File: src/rtl/branch_predict_unit_pkg.sv
// Shared opcode constants and 2-bit branch-history counter encodings
// for the branch prediction unit.
package branch_predict_unit_pkg;

  localparam logic [4:0] OPC_BRANCH = 5'b11000;

  typedef enum logic [1:0] {
    STRONG_NT = 2'b00,
    WEAK_NT   = 2'b01,
    WEAK_T    = 2'b10,
    STRONG_T  = 2'b11
  } bht_cnt_e;

  function automatic logic is_branch_op(input logic [31:0] inst);
    return inst[6:2] == OPC_BRANCH;
  endfunction

endpackage

File: src/rtl/branch_predict_unit_sat_counter2.sv
// Next-state function of a 2-bit saturating taken/not-taken counter.
module branch_predict_unit_sat_counter2
  import branch_predict_unit_pkg::*;
(
  input  logic [1:0] cnt_i,
  input  logic       taken_i,
  output logic [1:0] nxt_o
);

  always_comb begin
    nxt_o = cnt_i;
    if (taken_i) begin
      if (cnt_i != STRONG_T) nxt_o = cnt_i + 2'd1;
    end else begin
      if (cnt_i != STRONG_NT) nxt_o = cnt_i - 2'd1;
    end
  end

endmodule

File: src/rtl/branch_predict_unit.sv
// Fetch-stage branch predictor: PC-indexed BHT lookup, prediction carried F->D->E/M,
// resolution against the E/M outcome, counter training and performance counters.
module branch_predict_unit
  import branch_predict_unit_pkg::*;
#(
  parameter int          IDX_W    = 4,
  parameter logic [1:0]  CNT_INIT = 2'b01,
  parameter int          PERF_W   = 32
) (
  input  logic              clk,
  input  logic              rst,
  input  logic [31:0]       f_pc,
  input  logic [31:0]       f_inst,
  input  logic              stall,
  input  logic              flush,
  input  logic [31:0]       e_m_pc,
  input  logic              e_m_is_branch,
  input  logic              e_m_branch_taken,
  output logic              branch_predict,
  output logic              e_m_hit,
  output logic [PERF_W-1:0] perf_branches,
  output logic [PERF_W-1:0] perf_mispredicts
);

  localparam int ENTRIES = 1 << IDX_W;

  logic [1:0]        bht_q [ENTRIES];
  logic [1:0]        bht_d [ENTRIES];
  logic [IDX_W-1:0]  f_idx;
  logic [IDX_W-1:0]  upd_idx;
  logic [1:0]        upd_nxt;
  logic              upd_en;
  logic              pred_fd_q, pred_fd_d;
  logic              pred_de_q, pred_de_d;
  logic [PERF_W-1:0] perf_br_q, perf_br_d;
  logic [PERF_W-1:0] perf_mis_q, perf_mis_d;
  logic              unused_pc_bits;

  assign unused_pc_bits = ^{f_pc[31:IDX_W+2], f_pc[1:0], e_m_pc[31:IDX_W+2], e_m_pc[1:0],
                            f_inst[31:7], f_inst[1:0]};

  // F stage: lookup returns the stored value, never the same-cycle update
  assign f_idx          = f_pc[IDX_W+1:2];
  assign branch_predict = is_branch_op(f_inst) & bht_q[f_idx][1];

  // E/M stage: resolution and training
  assign upd_idx = e_m_pc[IDX_W+1:2];
  assign upd_en  = e_m_is_branch & ~stall;
  assign e_m_hit = ~e_m_is_branch | (pred_de_q == e_m_branch_taken);

  branch_predict_unit_sat_counter2 u_sat (
    .cnt_i   (bht_q[upd_idx]),
    .taken_i (e_m_branch_taken),
    .nxt_o   (upd_nxt)
  );

  always_comb begin
    bht_d = bht_q;
    if (upd_en) bht_d[upd_idx] = upd_nxt;
  end

  always_comb begin
    pred_fd_d  = pred_fd_q;
    pred_de_d  = pred_de_q;
    if (flush) begin
      pred_fd_d = 1'b0;
      pred_de_d = 1'b0;
    end else if (!stall) begin
      pred_fd_d = branch_predict;
      pred_de_d = pred_fd_q;
    end
    perf_br_d  = perf_br_q + {{(PERF_W-1){1'b0}}, upd_en};
    perf_mis_d = perf_mis_q + {{(PERF_W-1){1'b0}}, upd_en & ~e_m_hit};
  end

  always_ff @(posedge clk or posedge rst) begin
    if (rst) begin
      for (int i = 0; i < ENTRIES; i++) bht_q[i] <= CNT_INIT;
    end else begin
      bht_q <= bht_d;
    end
  end

  // F->D and D->E/M prediction registers, plus counters
  always_ff @(posedge clk or posedge rst) begin
    if (rst) begin
      pred_fd_q  <= 1'b0;
      pred_de_q  <= 1'b0;
      perf_br_q  <= '0;
      perf_mis_q <= '0;
    end else begin
      pred_fd_q  <= pred_fd_d;
      pred_de_q  <= pred_de_d;
      perf_br_q  <= perf_br_d;
      perf_mis_q <= perf_mis_d;
    end
  end

  assign perf_branches    = perf_br_q;
  assign perf_mispredicts = perf_mis_q;

endmodule

File: config.mk
export PLATFORM = sky130hd
export DESIGN_NAME = branch_predict_unit
export DESIGN_NICKNAME = d
export VERILOG_FILES = /design/src/rtl/branch_predict_unit_pkg.sv /design/src/rtl/branch_predict_unit_sat_counter2.sv /design/src/rtl/branch_predict_unit.sv
export SDC_FILE = /design/constraint.sdc
export NUM_CORES = 1
export LEC_CHECK = 0
export BUFFER_PORTS_ARGS = -buffer_cell sky130_fd_sc_hd__buf_2
export CAP_MARGIN = 20
export CORE_ASPECT_RATIO = 1.75
export CORE_UTILIZATION = 35
export CTS_CLUSTER_SIZE = 25
export DETAILED_ROUTE_END_ITERATION = 8
export PLACE_DENSITY = 0.72
export SLEW_MARGIN = 5
export SYNTH_ARGS = -nofsm -noshare
export SYNTH_HDL_FRONTEND = slang
export SYNTH_SLANG_ARGS = --single-unit
export TNS_END_PERCENT = 30
File: constraint.sdc
create_clock -name clk -period 2.9 [get_ports clk]
set_input_delay 0.145 -clock clk [delete_from_list [all_inputs] [get_ports clk]]
set_output_delay 0.145 -clock clk [all_outputs]
set_load 0.005 [all_outputs]
After elaboration in Yosys (flattened, before gate mapping)

Index checks and enable logic that the tools add are counted.
Widths: inputs -> output; s select.

Flip-flop bits (word level): 98
Logic and storage cells: 58
Output and inout bits: 66
Input port bits: 102

Reduce and logical (&&, ||, !) cells: 2
Muxes and demuxes: 16
Equal/unequal tests: 4
$add $sub $neg: 4
$lt $le $gt $ge: 3
Bitwise operators: 9

Operator list:

| kind                | number |
|---|---|
| $add 32x1->32       | 2 |
| $bwmux 32           | 1 |
| $bmux 2 s4          | 2 |
| $mux 2              | 8 |
| $ge 5x5->1 const B  | 2 |
| $not 4->5           | 2 |
| $demux 2 s4         | 1 |
| $eq 5x5->1 const B  | 1 |
| $lt 5x1->1 const B  | 1 |
| $mux 1              | 4 |
| $and 1x1->1         | 3 |
| $not 1->1           | 3 |
| $add 2x1->2 const B | 1 |
| $ne 2x1->1 const B  | 1 |
| $ne 2x2->1 const B  | 1 |
| $reduce_bool 2->1   | 1 |
| $sub 2x1->2 const B | 1 |
| $eq 1x1->1          | 1 |
| $logic_and 1x1->1   | 1 |
| $or 1x1->1          | 1 |

Logic depth before layout (Yosys ltp)

Depth after elaboration: 8
Mapped depth: 8
Depth with buffers taken out: 8

Hierarchy

Synthesis repeated with hierarchy kept, for this count alone.

Cells, all modules: 377
Area, all modules: 4,720.8 um2

By module, submodules not included:

| module                           | area each (um2) | instances | cells each | seq. area each (um2) |
|---|---|---|---|---|
| branch_predict_unit              | 4,694.5         | 1         | 374        | 2,472.4 |
| branch_predict_unit_sat_counter2 | 26.3            | 1         | 3          | 0.0 |

Worst setup path before layout

Ideal clock, no wire load.

Path kind: register to register
Start point: register pred_de_q
End point: register perf_mis_q[23], in the netlist perf_mispredicts[23]
Required time: 2.776 ns
Stages on the path, launching flop included: 8
Path buffers: 0
Data arrival time: 1.906 ns
Period minus slack after synthesis: 2.030 ns
Setup time: 0.124 ns
Setup slack: 0.870 ns
Cell sequence: dfrtp_1 > xnor2_1 > nor2_1 > ha_1 > nand3_1 > nor4_1 > nand4_1 > xnor2_1

Cells in the longest elaborated chain, start to end: 5

RTL lines:

| item                     | RTL line                  | text |
|---|---|---|
| start: declaration       | branch_predict_unit.sv:34 | `logic pred_de_q, pred_de_d;` |
| start signal: assignment | branch_predict_unit.sv:93 | `pred_de_q <= pred_de_d;` |
| $eq 1x1->1               | branch_predict_unit.sv:49 | `assign e_m_hit = ~e_m_is_branch \| (pred_de_q == e_m_branch_taken);` |
| $or 1x1->1               | branch_predict_unit.sv:49 |  |
| $not 1->1                | branch_predict_unit.sv:73 | `perf_mis_d = perf_mis_q + {{(PERF_W-1){1'b0}}, upd_en & ~e_m_hit};` |
| $and 1x1->1              | branch_predict_unit.sv:73 |  |
| $add 32x1->32            | branch_predict_unit.sv:73 |  |
| named net perf_mis_d[23] | branch_predict_unit.sv:36 | `logic [PERF_W-1:0] perf_mis_q, perf_mis_d;` |
| end signal: assignment   | branch_predict_unit.sv:95 | `perf_mis_q <= perf_mis_d;` |
| end: declaration         | branch_predict_unit.sv:36 |  |

The timed path passes the listed nets, and every way through them passes these cells.
A chain may end at the register's enable or synchronous reset.

Worst setup path in the final report

Same ends and word-level chain as after synthesis.

==> summary.md <==
| Metric | Value |
|---|---|
| CTS root buffer | clkbuf_16 |
| Fin Hold WS | -20.8 ps |
| Pins Over Slew Limit | 0 |
| Critical path class | reg -> reg |
| Distinct cells, synth | 32 |
| Tmin final | about 2100 ps |
| Vias in the first global route | 3538 |
| CTS buffer count | 9 |
| Synthesized cell area | 0.00467 mm2 |
| WP data arrival | 2300 ps |
| Setup Fix Bufs, Post-CTS | 0 |
| Final setup fails | 0 |
| Share of cells above drive strength 1 | between 30% and 40% |
| DRT Pass-1 Iters | 5 |
| Adder-cell area share of the yosys netlist | ~2.0% |
| Mapped Cells | 382 |
| Placeable Area | 0.0129 mm2 |
| Clk_lat worst skew | ~340 ps |
| Mean routed wirelength per cell | approximately 16 um |
| Most frequent cell after synthesis | dfrtp_1 |
| 1st-iter DRT viols | 137 |
| Die width | 89.3 um |
| M2 GR Usage | 28.4% |
| Number of nets still failing antenna checks after routing | 0 |
| Mapped Nets | just under 500 |
| Max clock buf depth | 2 |
| Period utilization | 71.5% |
| Clock Pin Slew Worst Setup and Hold Paths | approximately 70 ps |
| Largest net degree at the start of global routing | 68 |
| Largest family of logic cells by synthesized area | simple AND/OR/NAND/NOR gates |
| Number of flops mapped to enable cells by yosys | 0 |
| Maximum level of the CTS H-tree | 3 |
| Layout fillers | ~1300 |
| Starting Density | 36.1% |
| Share of the synthesized area in the top cell type | 43.9% |
| Buffers on Ports | 84 |
| HP Class | in -> async |
| Simple-gate share of the synthesized area | 16.5% |
| Final Hold Fails | 32 |
| Initial antenna violation count | 0 |
| Die area | 0.0138 mm2 |
| Proportion of synthesized chip area in sequential cells | a little over half |
| Fmax | approximately 480 MHz |
| Global routing's busiest layer | met2 |
| Multiplexer share of the synthesized area | 15.3% |
| Compound-Gate Fraction of Synth Area | less than 1% |
| Sink Count | 98 |
| Antenna cells | 0 |
| Post-Synth XOR/XNOR Area | a little under an eighth |
| Outcome | complete, but fails checks |
| Boundary Pins | 168 |
| Crit Reg-Reg Startpoint | pred_de_q |
| Ys flop type | dfrtp_1 |
| Static Leak | 2.76 nW |
| Avg Inst Size Synth | 12.2 um2 |
| Power density cells | 596 mW/mm2 |
| Total of warnings raised by yosys | 0 |
| GP Congestion | between 0.7 and 0.8 |
| Rows | 55 |
| Clk_skew | 9.97 ps |
| Number of remaining DRC errors | 0 |
| CTS tree | yes |
| Commonest cells in the netlist | dfrtp_1 (82), mux2_2 (38), nand2_1 (35) |
| Vias per cell | 5.15 |
| Startpoint type of the worst setup path | register |
| Worst slew pin tran | 840 ps |
| Area Growth Syn to Fin | 20.9% |
| M3 GR Usage | 2.88% |
| Nets@finish | about 580 |
| Global Route Usage Sum | 15.9% |
| Fin Setup TNS | 0 ps |
| GRT overflow | 0 |
| Synth Register Bits | 98 |
| Slew headroom | 44.0% |
| Biggest area consumer among synthesized cells | dfrtp_1 |
| Maximum vdd drop | 0.237 mV |
| Violated checks | negative hold slack |
| Reg2reg path depth | 8 |
| HPWL after DPL | 7710 um |
| Final wirelength | 10400 um |
| Worst EP required | 3130 ps |
| Ys async rst share | 100% |
| Vias post-DR | 3355 |
| Worst Path Max Fanout | 6 |
| Area contributors post-synth | dfrtp_1 (44%), mux2_2 (9.2%), dfstp_2 (9.0%) |
| Post-layout util | a little over two fifths |
| Crit. End Element | register |
| RSZ-0062 raised after global routing | false |
| Met1 usage | 16.8% |
| Setup crit start | pred_de_q |
| Max-cap violations | 0 |
| Die span in y | 155 um |
| First-pass GRT wire length | 16900 um |
==> per-layer routing <==
layer | wire (um) | up-vias | part of all wire, %
met5 | 0 | - | 0
met4 | 357 | 0 | 3.4
met3 | 374 | 26 | 3.6
met2 | 5790 | 100 | 56
met1 | 3880 | 1672 | 37
li1 | - | 1557 | -
==> sequential cells by signal, indices dropped and copies added, names as in the netlist <==
signal	cells
bht_q	32
perf_mispredicts	32
pred_de_q	1
perf_branches	32
pred_fd_q	1
==> layout by cell type, fill, tap and decap left out, types with 5 or more instances in the layout <==
| cell | Yosys | layout |
|---|---|---|
| and4_1 | 8 | 8 |
| nand3_1 | 27 | 27 |
| buf_2 | 0 | 84 |
| dfrtp_1 | 82 | 82 |
| nor3_1 | 11 | 11 |
| clkbuf_16 | 0 | 9 |
| xnor2_1 | 33 | 33 |
| xor2_1 | 28 | 28 |
| inv_1 | 6 | 5 |
| mux4_2 | 7 | 7 |
| nor2b_1 | 6 | 6 |
| dfstp_2 | 16 | 16 |
| nand2_1 | 35 | 35 |
| nand4_1 | 19 | 19 |
| mux2_2 | 38 | 38 |
| nor4_1 | 10 | 10 |
| nor2_1 | 17 | 17 |
| mux2i_1 | 5 | 5 |
==> per-stage QoR <==
| step | worst slack (ps) | hold slack [ps] | power (W) | area (um2) | cells |
|---|---|---|---|---|---|
| after global placement | 675 | 319 | 0.00210 | 5310 | 634 |
| after CTS | 825 | 8.79 | 0.00341 | 5650 | 651 |
| after global routing | 676 | 54.3 | 0.00353 | 5650 | 651 |
| after floorplan | 219 | 211 | 0.00195 | 4670 | 382 |
| final | 827 | -20.8 | 0.00336 | 5650 | 651 |
| after detailed placement | 621 | 319 | 0.00214 | 5310 | 634 |
==> worst max-delay path, cell delays in order (launching register included) <==
cell and delay [ps]:
dfrtp_1 400, xnor2_1 150, nor2_1 150, ha_1 200, nand3_1 220, nor4_1 340
buf_4 210, nand4_1 130, xnor2_1 170
==> area by class of cell <==
| type | instances | area [um2] | area share, % |
|---|---|---|---|
| clock buffers | 12 | 267 | 4.72 |
| inverters | 6 | 25.0 | 0.443 |
| flip-flops and latches | 98 | 2470 | 43.8 |
| multi-input cells | 272 | 2140 | 38.0 |
| well taps | 171 | 214 | 3.79 |
| clock inverters | 4 | 57.6 | 1.02 |
| repair buffers | 88 | 465 | 8.24 |
==> where the power goes <==
part | total (W) | internal (W) | switching [W]
clock network | 0.00126 | 0.000747 | 0.000510
registers | 0.00168 | 0.00155 | 0.000135
logic | 0.000421 | 0.000229 | 0.000192
total | 0.00336 | 0.00253 | 0.000836
==> cell families (layout without fill, tap and decap cells) <==
kind of cell / after synthesis / count (layout)
compound gates: 4 / 4
xor+xnor: 61 / 61
fa+ha+maj: 8 / 8
buf+inv: 12 / 110
flops: 98 / 98
mux: 53 / 53
simple gates: 146 / 146
==> final timing paths <==
kind,end,slack [ps]
max,perf_mispredicts[23],830
min,perf_branches[13],-20
max reg2reg,perf_mispredicts[23],830
min reg2reg,perf_mispredicts[31],470
max in group asynchronous,perf_mispredicts[21],2240
min in group clk,pred_de_q,120
==> timing repair <==
| item | 4_1_cts | 5_1_grt |
|---|---|---|
| resized for setup | 0 | 0 |
| hold buffers | 1 | 0 |
| endpoints found under the hold margin | 2 | 0 |
Note: power is estimated with default switching activity, not from simulation.
